===== src/rtl/iris_enc_pkg.sv =====
// Shared types and constants for the iris latency-coded spike encoder.
// Holds the FSM state type, the default parameter values and the
// cycle-counter width helper used by the top and the channel sub-module.
package iris_enc_pkg;

  typedef enum logic [1:0] {
    ST_IDLE   = 2'd0,
    ST_ENCODE = 2'd1,
    ST_GAP    = 2'd2
  } enc_state_e;

  localparam int DEF_WIDTH         = 9;
  localparam int DEF_SAMPLE_LEN    = 80;
  localparam int DEF_PATTERN_DELAY = 5000;

  // Bits needed for a counter that must hold values up to max(a, b).
  function automatic int cnt_width(input int a, input int b);
    int m;
    m = (a > b) ? a : b;
    return $clog2(m + 1);
  endfunction

endpackage


===== src/rtl/iris_lat_chan.sv =====
// One latency-coding channel: feature register, spike-time compare and a
// one-shot event flop. The spike time is the feature clipped to the last
// window slot; with IRIS_ENC_INVERT_EN defined the slot is mirrored so that
// large features fire early.
module iris_lat_chan
  import iris_enc_pkg::*;
#(
  parameter int p_width      = DEF_WIDTH,
  parameter int p_sample_len = DEF_SAMPLE_LEN,
  parameter int p_cnt_w      = 8
) (
  input  logic               i_clk,
  input  logic               i_rst,
  input  logic               i_load,
  input  logic               i_arm,
  input  logic [p_cnt_w-1:0] i_cnt_nxt,
  input  logic [p_width-1:0] i_feature,
  output logic               o_event
);

  localparam logic [31:0] LastSlot = 32'(p_sample_len - 1);

  logic [p_width-1:0] feat_q, feat_d;
  logic [31:0]        feat_ext;
  logic [p_cnt_w-1:0] t_min, t_spk;
  logic               event_q, event_d;

  // Select the feature in force next cycle and decide whether it fires then.
  // NOTE: every combinational output gets a value on every path, so no latch is inferred.
  always_comb begin
    feat_d   = i_load ? i_feature : feat_q;
    feat_ext = 32'(feat_d);
    t_min    = (feat_ext >= LastSlot) ? p_cnt_w'(LastSlot) : p_cnt_w'(feat_ext);
`ifdef IRIS_ENC_INVERT_EN
    t_spk    = p_cnt_w'(LastSlot) - t_min;
`else
    t_spk    = t_min;
`endif
    event_d  = i_arm && (i_cnt_nxt == t_spk);
  end

  // Feature register and one-shot spike flop.
  // NOTE: sequential state uses non-blocking assignments so all flops update together.
  always_ff @(posedge i_clk) begin
    if (i_rst) begin
      feat_q  <= '0;
      event_q <= 1'b0;
    end else begin
      feat_q  <= feat_d;
      event_q <= event_d;
    end
  end

  assign o_event = event_q;

endmodule


===== src/rtl/iris_spike_encoder.sv =====
// Iris spike encoder top: accepts a 4-feature vector in IDLE, emits one
// latency-coded spike per channel during a p_sample_len-cycle window, then
// stays silent for p_pattern_delay cycles and pulses o_done on the last one.
// Optional build macro: IRIS_ENC_INVERT_EN (mirrored spike timing).
module iris_spike_encoder
  import iris_enc_pkg::*;
#(
  parameter int p_width         = DEF_WIDTH,
  parameter int p_sample_len    = DEF_SAMPLE_LEN,
  parameter int p_pattern_delay = DEF_PATTERN_DELAY
) (
  input  logic                 i_clk,
  input  logic                 i_rst,
  input  logic                 i_valid,
  input  logic [4*p_width-1:0] i_feature,
  input  logic [2:0]           i_label,
  output logic                 o_ready,
  output logic [4:1]           o_event,
  output logic [3:1]           o_label,
  output logic                 o_busy,
  output logic                 o_done
);

  localparam int CntW = cnt_width(p_sample_len, p_pattern_delay);
  localparam logic [CntW-1:0] EncLast = CntW'(p_sample_len - 1);
  localparam logic [CntW-1:0] GapLast = CntW'(p_pattern_delay - 1);

  enc_state_e      state_q, state_d;
  logic [CntW-1:0] cnt_q, cnt_d;
  logic [2:0]      label_q, label_d;
  logic            done_q, done_d;
  logic            load;
  logic            arm;

  // Next-state, window/gap counter and label bookkeeping.
  always_comb begin
    state_d = state_q;
    cnt_d   = cnt_q;
    label_d = label_q;
    load    = 1'b0;
    unique case (state_q)
      ST_IDLE: begin
        if (i_valid) begin
          load    = 1'b1;
          state_d = ST_ENCODE;
          cnt_d   = '0;
          label_d = i_label;
        end
      end
      ST_ENCODE: begin
        if (cnt_q == EncLast) begin
          state_d = ST_GAP;
          cnt_d   = '0;
        end else begin
          cnt_d = cnt_q + CntW'(1);
        end
      end
      ST_GAP: begin
        if (cnt_q == GapLast) begin
          state_d = ST_IDLE;
          cnt_d   = '0;
          label_d = '0;
        end else begin
          cnt_d = cnt_q + CntW'(1);
        end
      end
      default: begin
        state_d = ST_IDLE;
        cnt_d   = '0;
        label_d = '0;
      end
    endcase
    // Outputs are registered, so decide from the state/count of the next cycle.
    arm    = (state_d == ST_ENCODE);
    done_d = (state_d == ST_GAP) && (cnt_d == GapLast);
  end

  // State, counter, latched label and done pulse registers.
  always_ff @(posedge i_clk) begin
    if (i_rst) begin
      state_q <= ST_IDLE;
      cnt_q   <= '0;
      label_q <= '0;
      done_q  <= 1'b0;
    end else begin
      state_q <= state_d;
      cnt_q   <= cnt_d;
      label_q <= label_d;
      done_q  <= done_d;
    end
  end

  for (genvar k = 0; k < 4; k++) begin : g_chan
    iris_lat_chan #(
      .p_width     (p_width),
      .p_sample_len(p_sample_len),
      .p_cnt_w     (CntW)
    ) u_chan (
      .i_clk    (i_clk),
      .i_rst    (i_rst),
      .i_load   (load),
      .i_arm    (arm),
      .i_cnt_nxt(cnt_d),
      .i_feature(i_feature[k*p_width +: p_width]),
      .o_event  (o_event[k+1])
    );
  end

  assign o_ready = (state_q == ST_IDLE);
  assign o_busy  = (state_q != ST_IDLE);
  assign o_label = label_q;
  assign o_done  = done_q;

endmodule


===== config.mk =====
export PLATFORM = sky130hd
export DESIGN_NAME = iris_spike_encoder
export DESIGN_NICKNAME = d
export VERILOG_FILES = /design/src/rtl/iris_enc_pkg.sv /design/src/rtl/iris_lat_chan.sv /design/src/rtl/iris_spike_encoder.sv
export SDC_FILE = /design/constraint.sdc
export NUM_CORES = 1
export LEC_CHECK = 0
export BUFFER_PORTS_ARGS = -buffer_cell sky130_fd_sc_hd__buf_2
export CORE_MARGIN = 2
export CORE_UTILIZATION = 52
export DETAILED_ROUTE_END_ITERATION = 6
export PLACE_DENSITY = 0.86
export SETUP_SLACK_MARGIN = 0.2
export SLEW_MARGIN = 20
export SYNTH_ARGS = -nofsm -noshare
export SYNTH_HDL_FRONTEND = slang
export SYNTH_SLANG_ARGS = --single-unit

===== constraint.sdc =====
create_clock -name i_clk -period 3.1 [get_ports i_clk]
set_input_delay 0.155 -clock i_clk [delete_from_list [all_inputs] [get_ports i_clk]]
set_output_delay 0.155 -clock i_clk [all_outputs]
set_load 0.02 [all_outputs]

==> results of run 1 <==
registers in the layout, indices dropped and copies added (netlist names):
| name | cells |
|---|---|
| o_done | 1 |
| g_chan.u_chan.feat_q | 36 |
| o_label | 3 |
| state_q | 2 |
| cnt_q | 13 |
| g_chan.u_chan.o_event | 4 |
cell usage in the layout (no fill, tap or decap), types with 2 or more instances in the layout:
cell and count:
a21oi_2 2, nor2b_1 13, a31oi_1 9, nor3_2 3, or4_4 2, o21ai_0 8
dfxtp_1 55, a311oi_1 3, nor4_1 2, or3_1 3, nor3b_1 4, xor2_1 8
a32o_1 2, buf_6 6, xnor2_1 9, nor4_4 2, a21oi_1 18, a2111oi_2 4
mux2_2 2, or3_4 2, nand4_1 12, nand2b_1 4, nor3_1 8, nor2_1 70
a211oi_1 2, buf_2 51, or4b_4 2, dfxtp_4 3, clkbuf_8 11, and3_1 3
nand3b_1 3, mux2i_1 29, a21boi_0 2, o21ai_1 5, inv_1 4, buf_4 32
nand3_1 27, nand2_1 45
cell type report:
| cell class | instances | area share |
|---|---|---|
| Clock buffer | 11 | 0.0346 |
| Tap cell | 77 | 0.0220 |
| Multi-Input combinational cell | 348 | 0.531 |
| Inverter | 4 | 0.00343 |
| Sequential cell | 59 | 0.273 |
| Timing Repair Buffer | 90 | 0.133 |
| Clock inverter | 2 | 0.00315 |
cell families after synthesis:
kind of cell,Yosys count
and+or+nand+nor,219
AOI/OAI and AO/OA,78
DFF,59
muxes,31
buffers and inverters,29
xor gates and xnor gates,18
adders and majority gates,1
routing by layer:
metal | wire length (µm) | share of wire | global-route usage
met1 | 4020 | 0.38 | 0.340
met2 | 5130 | 0.48 | 0.477
met3 | 906 | 0.085 | 0.0568
met4 | 542 | 0.051 | 0.189
met5 | 0 | 0 | 0
per-stage QoR:
stage          total power, µW  setup WS, ns  std cells  cell area (µm²)  hold WS [ns]
2_1_floorplan             1110         0.202        435             3490         0.291
3_3_place_gp              1210        0.0304        562             3920         0.408
3_5_place_dp              1220        0.0183        562             3920         0.415
4_1_cts                   1860         0.149        589             4300        0.0485
5_1_grt                   1960       -0.0779        591             4380        0.0673
6_report                  1880       -0.0198        591             4380        0.0583
what timing repair did:
action	CTS	global route
pin swaps	14	10
gates cloned	1	0
endpoints found under the hold margin	0	0
gates resized for setup	24	14
setup endpoints to repair	4	5
setup buffers	13	2
worst min-delay path by stage:
stage                        from  depth (start not counted)  slack [ns]                         end
global route        i_feature[34]                          3        0.07  g_chan[3].u_chan.feat_q[7]
global placement     i_feature[8]                          3        0.41  g_chan[0].u_chan.feat_q[8]
CTS                  i_feature[7]                          3        0.05  g_chan[0].u_chan.feat_q[7]
floorplan            i_feature[7]                          2        0.29  g_chan[0].u_chan.feat_q[7]
finish               i_feature[8]                          3        0.06  g_chan[0].u_chan.feat_q[8]
detailed placement   i_feature[7]                          3        0.42  g_chan[0].u_chan.feat_q[7]
worst reg2reg max path, delay by kind of cell (launching register included):
family | cells | cell delay (ns)
AOI/OAI and AO/OA | 3 | 0.77
xor gates and xnor gates | 1 | 0.18
DFF | 1 | 0.37
and+or+nand+nor | 4 | 1.72
power by group:
part / leakage (µW) / internal (µW) / total [µW] / switching, µW
registers: 0.000485 / 794 / 815 / 20.9
logic: 0.00117 / 181 / 445 / 263
clock network: 0.0000871 / 320 / 625 / 305
total: 0.00174 / 1300 / 1880 / 589
==> reports/metrics.yaml, run 1 <==
die:
  rows: 29
  core_um2: 6390
  die_w_um: 85.7
  die_area_um2: 7340
  start_util: 0.543
  ios: 52
  die_h_um: 85.7
layout:
  layout-drive-gt1-share: 0.284
  diodes: 0
  multi_input_area_um2: 2320
  nets: 555
  final_util: 0.685
  nFillCells: 451
  areaGrowthSynthToFinish_pct: 26.1
  seqCellArea_um2: 1190
worst_setup_path:
  critPathLaunchType: "flop"
  worstPathRequired_ns: 3.35
  reg2regPathDepth: 8
  cp-endpoint: "g_chan[0].u_chan.o_event"
  critPathKind: "flop to flop"
  crit_start: "cnt_q[6]"
  cp_max_fo: 6
  crit_arrival_ns: 3.37
  cp_slowest_stage_delay_ns: 0.59
  ff2ff_setup_slack_ns: -0.02
  crit_path_cell_trace: "or4bb_4 -> or4_4 -> a22oi_4 -> o21ai_4 -> xor2_1 -> nand3_1 -> or3_4 -> a2111oi_2"
  slowest_stage: "or4_4"
  r2r-start: "cnt_q[6]"
  critPathTopFamily: "simple AND/OR/NAND/NOR gates"
  crit_buf_inv: 0
  crit_cells: 8
  endpoint_kind: "flop"
  r2r-end: "g_chan[0].u_chan.o_event"
global_route:
  grt_start_max_net_pins: 55
  antenna_found_initial: 0
  grt_pass1_wl_um: 16700
  grt_usage: 0.288
  gr-total-overflow: 0
  grt_pass1_vias: 3574
timing:
  final_max_slew_viol_count: 0
  max_freq_mhz: 321
  worst_slack_ns: -0.0198
  tightest_slew_ns: 0.993
  fin_skew_ns: 0.00559
  grt_setup_unrepaired: "true"
  finalSetupViolCount: 1
  min_period_ns: 3.12
  fin_crit_sh: 1.01
  finalHoldViolations: 0
  max_slew_margin: 0.338
  setup_tns_ns: -0.0198
pwr:
  power.static_leakage_uw: 0.00174
  vdd_drop_max_mv: 0.325
  power_density_nw_per_um2: 431
placed_design:
  place.gp.congestion: 0.984
  io_buffers: 51
  post-dp-hpwl_um: 6780
clock_network:
  cts_max_level: 3
  root_buffer: "clkbuf_8"
  cts_tree: "built"
  numCtsBuffers: 9
  path_clk_slew_ns: 0.07
  insertion_delay_ns: 0.34
  clock_sinks: 59
  hold_buffers: 0
  clockBufferDepth: 2
logic_synthesis:
  synth.ff_latch_count: 59
  synth_top_cells_by_area: "dfxtp_1 (34%), mux2i_1 (8.4%), nor2_1 (7.6%)"
  synthXorXnorAreaFrac: 0.0454
  ys.warnings.count: 0
  syn_area_um2: 3470
  synthSimpleGateAreaFrac: 0.317
  synth-edff-count: 0
  synthMuxAreaShare: 0.0902
  synthFlopType: "dfxtp_1"
  avgSynthCellArea_um2: 7.98
  synth_top_family_by_area: "simple AND/OR/NAND/NOR gates"
  synthAdderAreaFrac: 0.00361
  synthTopCellsByCount: "nor2_1 (70), dfxtp_1 (59), nand2_1 (46)"
  yosysMostFrequentCell: "nor2_1"
  ys_types: 66
  synthCells: 435
  synth_area_leader_cell: "dfxtp_1"
  netlist.area_leader.share: 0.340
  async_flop_share: 0
  synth_compound_area_frac: 0.164
  syn_nets: 478
  yosysSeqAreaShare: 0.340
outcome:
  status: "finished with violations"
  violations: "setup timing"
hold_path:
  hp-class: "input pin to flop"
drt:
  drtPass1Iterations: 6
  viasPerCell: 6.37
  drc: 0
  ant_nets: 0
  drt_iter0_drc: 405
  routed_wl_um: 10600
  num_vias: 3762
  post_drt_wl_per_cell_um: 17.9
job:
  cap_violations: 0
Note: power is estimated with default switching activity, not from simulation.
==> run 2, diff against run 1 <==
CORE_ASPECT_RATIO = 0.9   (was default)
CORE_MARGIN = 1.5   (was 2)
==> reports/metrics.yaml, run 2 (synthesis gave the netlist of run 1 again) <==
outcome:
  status: "finished clean"
global_route:
  grt_usage: 0.282
  antenna_found_initial: 0
  grt_pass1_vias: 3374
  grt_pass1_wl_um: 15500
  grt_start_max_net_pins: 55
  gr-total-overflow: 0
timing:
  fin_crit_sh: 0.977
  min_period_ns: 3.03
  finalSetupViolCount: 0
  final_max_slew_viol_count: 0
  max_slew_margin: 0.335
  fin_skew_ns: 0.0105
  grt_setup_unrepaired: "true"
  finalHoldViolations: 0
  max_freq_mhz: 330
  tightest_slew_ns: 0.998
  worst_slack_ns: 0.0719
pwr:
  combPwrFrac: 0.221
  power_density_nw_per_um2: 467
  switching_power_uw: 603
  power.static_leakage_uw: 0.00176
  switching_share: 0.290
  pwr-share-seq: 0.392
  vdd_drop_max_mv: 0.512
  power_uw: 2080
  p_clk_frac: 0.387
  internal-power_uw: 1480
drt:
  drt_iter0_drc: 347
  drc: 0
  routed_wl_um: 10100
  viasPerCell: 6.07
  post_drt_wl_per_cell_um: 16.9
  num_vias: 3646
  ant_nets: 0
  drtPass1Iterations: 5
worst_setup_path:
  ff2ff_setup_slack_ns: 0.07
  crit_path_cell_trace: "or4bb_4 -> or4_4 -> a22oi_4 -> buf_12 -> o21ai_4 -> xor2_1 -> nand3_1 -> or3_4 -> a2111oi_4"
  cp_slowest_stage_delay_ns: 0.57
  r2r-start: "cnt_q[6]"
  reg2regPathDepth: 9
  cp_max_fo: 8
  critPathLaunchType: "flop"
  crit_buf_inv: 1
  critPathKind: "flop to flop"
  worstPathRequired_ns: 3.35
  crit_start: "cnt_q[6]"
  slowest_stage: "or4_4"
  cp-endpoint: "g_chan[0].u_chan.o_event"
  critPathTopFamily: "simple AND/OR/NAND/NOR gates"
  crit_arrival_ns: 3.28
  crit_cells: 9
  endpoint_kind: "flop"
  r2r-end: "g_chan[0].u_chan.o_event"
job:
  cap_violations: 0
clock_network:
  numCtsBuffers: 9
  cts_tree: "built"
  insertion_delay_ns: 0.35
  clockBufferDepth: 2
  cts_max_level: 3
  hold_buffers: 0
  path_clk_slew_ns: 0.07
  root_buffer: "clkbuf_8"
  clock_sinks: 59
layout:
  diodes: 0
  final_common_cell: "nor2_1"
  areaGrowthSynthToFinish_pct: 28.3
  nFillCells: 477
  nets: 549
  layout-drive-gt1-share: 0.278
  final_cell_mix: "nor2_1 (70), dfxtp_1 (55), buf_2 (51)"
  largest_register_ffs: 36
  top_register: "g_chan.u_chan.feat_q"
hold_path:
  hp-class: "input pin to flop"
placed_design:
  place.gp.congestion: 0.936
  post-dp-hpwl_um: 6860
  io_buffers: 51
  place_ws_ns: -0.117
die:
  die_h_um: 80.5
  die_w_um: 89.1
  start_util: 0.532
  core_um2: 6520
  rows: 28
  die_area_um2: 7170
  ios: 52
==> run 2: final cells by class <==
class	instances	area, µm²	share of cell area
clock inverters	4	72.6	0.0163
well taps	90	113	0.0253
repair buffers	85	547	0.123
flip-flops and latches	59	1190	0.268
inverters	4	15.0	0.00337
multi-input cells	347	2350	0.529
clock buffers	12	155	0.0349
==> run 2: how the worst min path moves through the flow <==
stage	cells after the start	slack (ns)	end	start
4_1_cts	3	0.05	g_chan[2].u_chan.feat_q[7]	i_feature[25]
5_1_grt	3	0.05	g_chan[0].u_chan.feat_q[8]	i_feature[8]
3_5_place_dp	3	0.41	g_chan[2].u_chan.feat_q[7]	i_feature[25]
3_3_place_gp	3	0.41	g_chan[0].u_chan.feat_q[7]	i_feature[7]
6_report	3	0.05	g_chan[0].u_chan.feat_q[8]	i_feature[8]
2_1_floorplan	2	0.29	g_chan[0].u_chan.feat_q[7]	i_feature[7]
==> run 2: worst register-to-register path, cell delays in order, from the launching register on <==
cell	delay, ns
dfxtp_4	0.36
or4bb_4	0.54
or4_4	0.57
a22oi_4	0.21
buf_12	0.16
o21ai_4	0.09
xor2_1	0.15
nand3_1	0.09
or3_4	0.37
a2111oi_4	0.39
==> run 2: stage by stage <==
stage	hold WS, ns	utilization	TNS, ns	cell area [µm²]	instances
after CTS	0.0452	0.662	0	4310	597
after global routing	0.0547	0.683	-0.0751	4450	601
final	0.0502	0.683	0	4450	601
after global placement	0.410	0.600	0	3910	572
after floorplan	0.291	-	0	3490	435
after detailed placement	0.413	0.600	-0.175	3910	572
==> run 2: power by group through the flow <==
stage / combinational, µW / clock (µW) / sequential, µW
finish: 459 / 805 / 816
global route: 495 / 846 / 819
CTS: 428 / 813 / 816
detailed placement: 394 / 0 / 835
global placement: 381 / 0 / 832
floorplan: 278 / 0 / 830
==> run 2: metal layers <==
layer	up-vias	GRT usage	routed length [µm]
met4	0	0.117	261
met2	190	0.445	4910
met1	1715	0.352	4100
met3	38	0.0874	873
met5	-	0	0
li1	1703	-	-
==> run 2: repair_timing <==
item | CTS | global route
setup buffers | 9 | 4
pin swaps | 14 | 4
resized for setup | 19 | 19
endpoints found under the setup margin | 5 | 5
